<file path="src/rtl/elevator_call_scheduler_pkg.sv">
// Shared types and default sizing for the elevator call scheduler.
// Defaults give a 4-floor car with a 64-cycle arrival watchdog.
package elevator_call_scheduler_pkg;

   localparam int DEF_NUM_FLOORS  = 4;
   localparam int DEF_FLOOR_W     = 2;
   localparam int DEF_TIMEOUT_CYC = 64;

   typedef enum logic [1:0] {
      IDLE      = 2'd0,
      SELECT    = 2'd1,
      ISSUE     = 2'd2,
      WAIT_DONE = 2'd3
   } sched_state_t;

endpackage

</file>
<file path="src/rtl/elevator_target_sel.sv">
// LOOK target picker: nearest pending floor ahead of the car in the sweep direction, else reverse.
// Pure combinational, zero latency; no flow control.
// No backpressure; the caller decides when the result is used.
module elevator_target_sel
   import elevator_call_scheduler_pkg::*;
#(
   parameter int NUM_FLOORS = DEF_NUM_FLOORS,
   parameter int FLOOR_W    = DEF_FLOOR_W
) (
   input  logic [NUM_FLOORS-1:0] pending,
   input  logic [FLOOR_W-1:0]    cur_floor,
   input  logic                  sweep_up,
   output logic [FLOOR_W-1:0]    target,
   output logic                  new_sweep_up,
   output logic                  found
);

   logic               up_hit;
   logic               dn_hit;
   logic [FLOOR_W-1:0] up_floor;
   logic [FLOOR_W-1:0] dn_floor;

   // The car's own floor belongs to whichever side the current sweep faces.
   always_comb begin
      up_hit   = 1'b0;
      dn_hit   = 1'b0;
      up_floor = '0;
      dn_floor = '0;
      for (int i = NUM_FLOORS - 1; i >= 0; i--) begin
         if (pending[i] && ((FLOOR_W'(i) > cur_floor) ||
                            ((FLOOR_W'(i) == cur_floor) && sweep_up))) begin
            up_hit   = 1'b1;
            up_floor = FLOOR_W'(i);
         end
      end
      for (int i = 0; i < NUM_FLOORS; i++) begin
         if (pending[i] && ((FLOOR_W'(i) < cur_floor) ||
                            ((FLOOR_W'(i) == cur_floor) && !sweep_up))) begin
            dn_hit   = 1'b1;
            dn_floor = FLOOR_W'(i);
         end
      end
   end

   always_comb begin
      found        = up_hit | dn_hit;
      new_sweep_up = sweep_up;
      target       = '0;
      if (sweep_up) begin
         if (up_hit) begin
            target = up_floor;
         end else if (dn_hit) begin
            target       = dn_floor;
            new_sweep_up = 1'b0;
         end
      end else begin
         if (dn_hit) begin
            target = dn_floor;
         end else if (up_hit) begin
            target       = up_floor;
            new_sweep_up = 1'b1;
         end
      end
   end

endmodule

</file>
<file path="src/rtl/elevator_call_scheduler.sv">
// Latches floor calls, issues LOOK-ordered targets to the elevator and retires them on arrival.
// Latency: a call into an idle scheduler raises req_valid 3 edges later.
// Backpressure: one request outstanding; waits for complete or a watchdog timeout.
module elevator_call_scheduler
   import elevator_call_scheduler_pkg::*;
#(
   parameter int NUM_FLOORS  = DEF_NUM_FLOORS,
   parameter int FLOOR_W     = DEF_FLOOR_W,
   parameter int TIMEOUT_CYC = DEF_TIMEOUT_CYC
) (
   input  logic                  clk,
   input  logic                  rst_n,
   input  logic [NUM_FLOORS-1:0] call_btn,
   input  logic [FLOOR_W-1:0]    cur_floor,
   input  logic                  complete,
   output logic [FLOOR_W-1:0]    req_floor,
   output logic                  req_valid,
   output logic [NUM_FLOORS-1:0] pending,
   output logic                  sweep_up,
   output logic                  busy,
   output logic                  fault
);

   localparam int CNT_W = $clog2(TIMEOUT_CYC + 1);

   sched_state_t          state;
   sched_state_t          state_nxt;
   logic [NUM_FLOORS-1:0] pend_in;
   logic [NUM_FLOORS-1:0] clr_mask;
   logic [NUM_FLOORS-1:0] pending_nxt;
   logic [FLOOR_W-1:0]    req_floor_nxt;
   logic                  req_valid_nxt;
   logic                  sweep_up_nxt;
   logic                  fault_nxt;
   logic [CNT_W-1:0]      tmo_cnt;
   logic [CNT_W-1:0]      tmo_cnt_nxt;
   logic [CNT_W-1:0]      tmo_cnt_inc;
   logic [FLOOR_W-1:0]    sel_target;
   logic                  sel_sweep_up;
   logic                  sel_found;
   logic                  accept;

   assign pend_in     = pending | call_btn;
   assign tmo_cnt_inc = tmo_cnt + CNT_W'(1);
   assign busy        = (state != IDLE);

   // A zero counter marks the first WAIT_DONE cycle, where complete may still refer to the old target.
   assign accept = (state == WAIT_DONE) && complete && (cur_floor == req_floor) &&
                   (tmo_cnt != '0);

   elevator_target_sel #(
      .NUM_FLOORS (NUM_FLOORS),
      .FLOOR_W    (FLOOR_W)
   ) u_target_sel (
      .pending      (pend_in),
      .cur_floor    (cur_floor),
      .sweep_up     (sweep_up),
      .target       (sel_target),
      .new_sweep_up (sel_sweep_up),
      .found        (sel_found)
   );

   always_comb begin
      clr_mask = '0;
      for (int i = 0; i < NUM_FLOORS; i++) begin
         clr_mask[i] = accept && (FLOOR_W'(i) == req_floor);
      end
      pending_nxt = pend_in & ~clr_mask;
   end

   always_comb begin
      state_nxt     = state;
      req_floor_nxt = req_floor;
      req_valid_nxt = req_valid;
      sweep_up_nxt  = sweep_up;
      fault_nxt     = fault;
      tmo_cnt_nxt   = tmo_cnt;
      case (state)
         IDLE: begin
            if (pending != '0) state_nxt = SELECT;
         end
         SELECT: begin
            if (sel_found) begin
               req_floor_nxt = sel_target;
               sweep_up_nxt  = sel_sweep_up;
               req_valid_nxt = 1'b1;
               state_nxt     = ISSUE;
            end else begin
               state_nxt = IDLE;
            end
         end
         ISSUE: begin
            tmo_cnt_nxt = '0;
            state_nxt   = WAIT_DONE;
         end
         WAIT_DONE: begin
            tmo_cnt_nxt = tmo_cnt_inc;
            if (accept) begin
               req_valid_nxt = 1'b0;
               state_nxt     = (pending_nxt != '0) ? SELECT : IDLE;
            end else if (tmo_cnt_inc == CNT_W'(TIMEOUT_CYC)) begin
               // Give up on this target but keep the call; it is retried on the next sweep.
               fault_nxt     = 1'b1;
               req_valid_nxt = 1'b0;
               state_nxt     = IDLE;
            end
         end
         default: state_nxt = IDLE;
      endcase
   end

   always_ff @(posedge clk or negedge rst_n) begin
      if (!rst_n) begin
         state     <= IDLE;
         pending   <= '0;
         req_floor <= '0;
         req_valid <= 1'b0;
         sweep_up  <= 1'b1;
         fault     <= 1'b0;
         tmo_cnt   <= '0;
      end else begin
         state     <= state_nxt;
         pending   <= pending_nxt;
         req_floor <= req_floor_nxt;
         req_valid <= req_valid_nxt;
         sweep_up  <= sweep_up_nxt;
         fault     <= fault_nxt;
         tmo_cnt   <= tmo_cnt_nxt;
      end
   end

endmodule
</file>
<file path="config.mk">
export PLATFORM = sky130hd
export DESIGN_NAME = elevator_call_scheduler
export DESIGN_NICKNAME = d
export VERILOG_FILES = /design/src/rtl/elevator_call_scheduler_pkg.sv /design/src/rtl/elevator_target_sel.sv /design/src/rtl/elevator_call_scheduler.sv
export SDC_FILE = /design/constraint.sdc
export NUM_CORES = 1
export LEC_CHECK = 0
export CAP_MARGIN = 0
export CORE_MARGIN = 1.5
export CORE_UTILIZATION = 25
export CTS_BUF_LIST = sky130_fd_sc_hd__clkbuf_4 sky130_fd_sc_hd__clkbuf_8
export CTS_CLUSTER_DIAMETER = 200
export DETAILED_ROUTE_END_ITERATION = 6
export HOLD_SLACK_MARGIN = 0.03
export REMOVE_ABC_BUFFERS = 1
export SYNTH_ARGS = -nofsm -noshare
export SYNTH_HDL_FRONTEND = slang
export SYNTH_SLANG_ARGS = --single-unit
</file>
<file path="constraint.sdc">
create_clock -name clk -period 4.9 [get_ports clk]
set_input_delay 0.735 -clock clk [delete_from_list [all_inputs] [get_ports clk]]
set_output_delay 0.735 -clock clk [all_outputs]
set_load 0.01 [all_outputs]
</file>
==> flow_summary_export.csv <==
group,metric,value,unit
status,outcome,"finished, final reports clean",
worst_setup_path,crit_path_max_fanout,12,
clock_network,cts.repair.resized,0,
layout,antenna_cells,0,
pwr,peakVddDrop,0.133,mV
floorplan,core,4380,um2
clock_network,cts_setup_buffers,0,
sta,slew_headroom,45.1,%
placement,gp_congestion,0.898,
synthesis,syn_inst,130,
worst_setup_path,required,5.04,ns
sta,finalSetupTns,0,ns
pwr,power.density,445,nW/um2
synthesis,netlist_area,1140,um2
sta,finalWorstSetupSlack,2.42,ns
routing,dr_total_vias,1026,
layout,final_cells,198,
routing,wl_met2,1.18,mm
clock_network,clock_latency,0.25,ns
clock_network,clock_sink_count,18,
routing,firstDrtPassIters,4,
sta,tightestPinTransition,0.820,ns
routing,wl_per_cell,13.5,um
sta,finalHoldViolCount,0,
routing,detail_route.iter0.violations,110,
floorplan,die_area,4990,um2
worst_setup_path,critPathMaxStageDelay,0.77,ns
synthesis,syn_avg_cell_area,8.80,um2
worst_setup_path,critPathLaunchType,"input port",
synthesis,synth-seq-cells,18,
routing,viasPerCell,5.18,
synthesis,seq_area_frac_synth,39.5,%
floorplan,rows,24,
min_path,min_path_type,"reg2reg",
routing,wl,2.67,mm
synthesis,synthTopCellsByArea,"dfrtp_1, nand2_1, o21ai_0, a31oi_1, nor2_1",
synthesis,synthTopCellsByCount,"dfrtp_1, nand2_1, nor2_1, o21ai_0",
sta,grt_setup_unrepaired,"false",
routing,ant_nets,0,
layout,drive_gt1_share,8.90,%
floorplan,dieWidth,70.6,um
worst_setup_path,slowest_stage,"clkdlybuf4s50_1",
worst_setup_path,r2r_cells,6,
routing,wl_met1,1.33,mm
clock_network,htreeDepth,1,
worst_setup_path,criticalPathCategory,"in2reg",
floorplan,ios,19,
synthesis,netlist.area_leader.share,37.2,%
layout,area_growth,22.5,%
clock_network,cts_buffer_depth,2,
sta,setup_viol,0,
layout,layout.nets,158,
sta,drv_slew,0,
placement,pre_cts_ws,2.17,ns
synthesis,synth_top_area_cell,"dfrtp_1",
grt,grt_max_degree,19,
grt,grt_overflow_total,0,
worst_setup_path,r2r_slack,2.97,ns
synthesis,ys_async_sr_fraction,100,%
sta,max_freq,403,MHz
run,timing.max_cap.violations,0,
sta,fin_skew,0.00220,ns
worst_setup_path,cp-end-kind,"flip-flop",
pwr,p_leak,0.573,nW
placement,io_buffers,18,
routing,post-route-drc-count,0,
floorplan,initial_core_util,26.1,%
min_path,holdPathStages,1,
clock_network,hold_buffers,0,
clock_network,cts_tree,"done",
routing,routed-wl-met3,129,um
routing,top_layer,"met4",
worst_setup_path,crit_chain,"clkdlybuf4s50_1, xnor2_1, nand4_1, a31oi_2, o31ai_1, a211o_1",
synthesis,yosys_warnings,0,
sta,finalCriticalPeriod,2.48,ns
worst_setup_path,arrival,2.62,ns
grt,grt_pass1_wl,4.55,mm
grt,grt_pass1_vias,904,
placement,dp_hpwl,1.98,mm
layout,postLayoutCoreUtil,32.0,%
placement,dp.cells,194,
clock_network,clk_pin_slew,0.07,ns
clock_network,clock-root-buffer,"clkbuf_8",
synthesis,ys_types,46,
floorplan,die_h,70.6,um
synthesis,synth_ff_type,"dfrtp_1",
synthesis,synth_edf_count,0,
grt,grt_antenna_before_repair,0,
clock_network,cts_buffers,3,
grt,grt_use_total,11.2,%
layout,fillers,463,
sta,min_period_over_period,50.6,%
[logic make-up (layout without fill, tap and decap cells)]
kind of cell / after synthesis / count (layout) / share of synthesized area, %
adder cells (fa/ha/maj): 2 / 2 / 2.19
AO/OA/AOI/OAI: 44 / 44 / 28.0
flip-flops: 18 / 18 / 39.5
AND/OR/NAND/NOR: 49 / 49 / 21.1
buffers and inverters: 13 / 29 / 5.47
multiplexers: 2 / 2 / 2.19
XOR/XNOR: 2 / 2 / 1.53
[layout make-up]
type | instances | area [um2] | area share [%]
Multi-Input combinational cell | 99 | 629 | 44.9
Sequential cell | 18 | 452 | 32.2
Timing Repair Buffer | 18 | 180 | 12.9
Tap cell | 52 | 65.1 | 4.64
Clock buffer | 4 | 48.8 | 3.48
Inverter | 7 | 26.3 | 1.88
[worst paths after layout]
path,start,end
hold reg to reg,fault,fault
setup / recovery,cur_floor[1],req_valid
hold / removal,fault,fault
setup reg to reg,sweep_up,req_floor[0]
max in group asynchronous,rst_n,req_floor[1]
min in group asynchronous,rst_n,tmo_cnt[4]
[stage by stage]
step	hold slack, ns	total power [mW]	instance area [um2]
finish	0.474	0.623	1400
global route	0.522	0.675	1400
floorplan	0.439	0.413	1110
CTS	0.489	0.628	1400
global placement	0.474	0.512	1350
detailed placement	0.468	0.515	1350
[state kept, by name (all words and copies together) (netlist names), named ones only]
signal	flops
state	1
req_valid	1
fault	1
pending	4
tmo_cnt	7
req_floor	2
sweep_up	1
[placed cells by master (no fill, tap or decap), drive strengths merged, types with 3 or more instances in the layout]
master / Yosys / routed
a21oi: 4 / 4
a31oi: 8 / 8
clkbuf: 1 / 4
clkdlybuf4s50: 0 / 18
dfrtp: 17 / 17
inv: 7 / 7
nand2: 17 / 17
nand3: 4 / 4
nor2: 11 / 11
nor3: 4 / 4
o21ai: 11 / 11
o31ai: 3 / 3
o41ai: 3 / 3
[routing by layer]
layer | global-route usage, % | up-vias
li1 | - | 507
met1 | 16.5 | 487
met2 | 16.0 | 27
met3 | 2.71 | 5
met4 | 3.77 | 0
met5 | 0 | -
[power by group]
group	total (mW)	switching, mW	internal, mW
Combinational	0.256	0.128	0.128
Sequential	0.255	0.0655	0.189
Clock	0.113	0.0499	0.0632
[critical path, delay by kind of cell]
family / cells / cell delay, ns
XOR/XNOR: 1 / 0.18
buffers and inverters: 1 / 0.77
AO/OA/AOI/OAI: 3 / 0.81
AND/OR/NAND/NOR: 1 / 0.13
(Power assumes the default switching activity.)
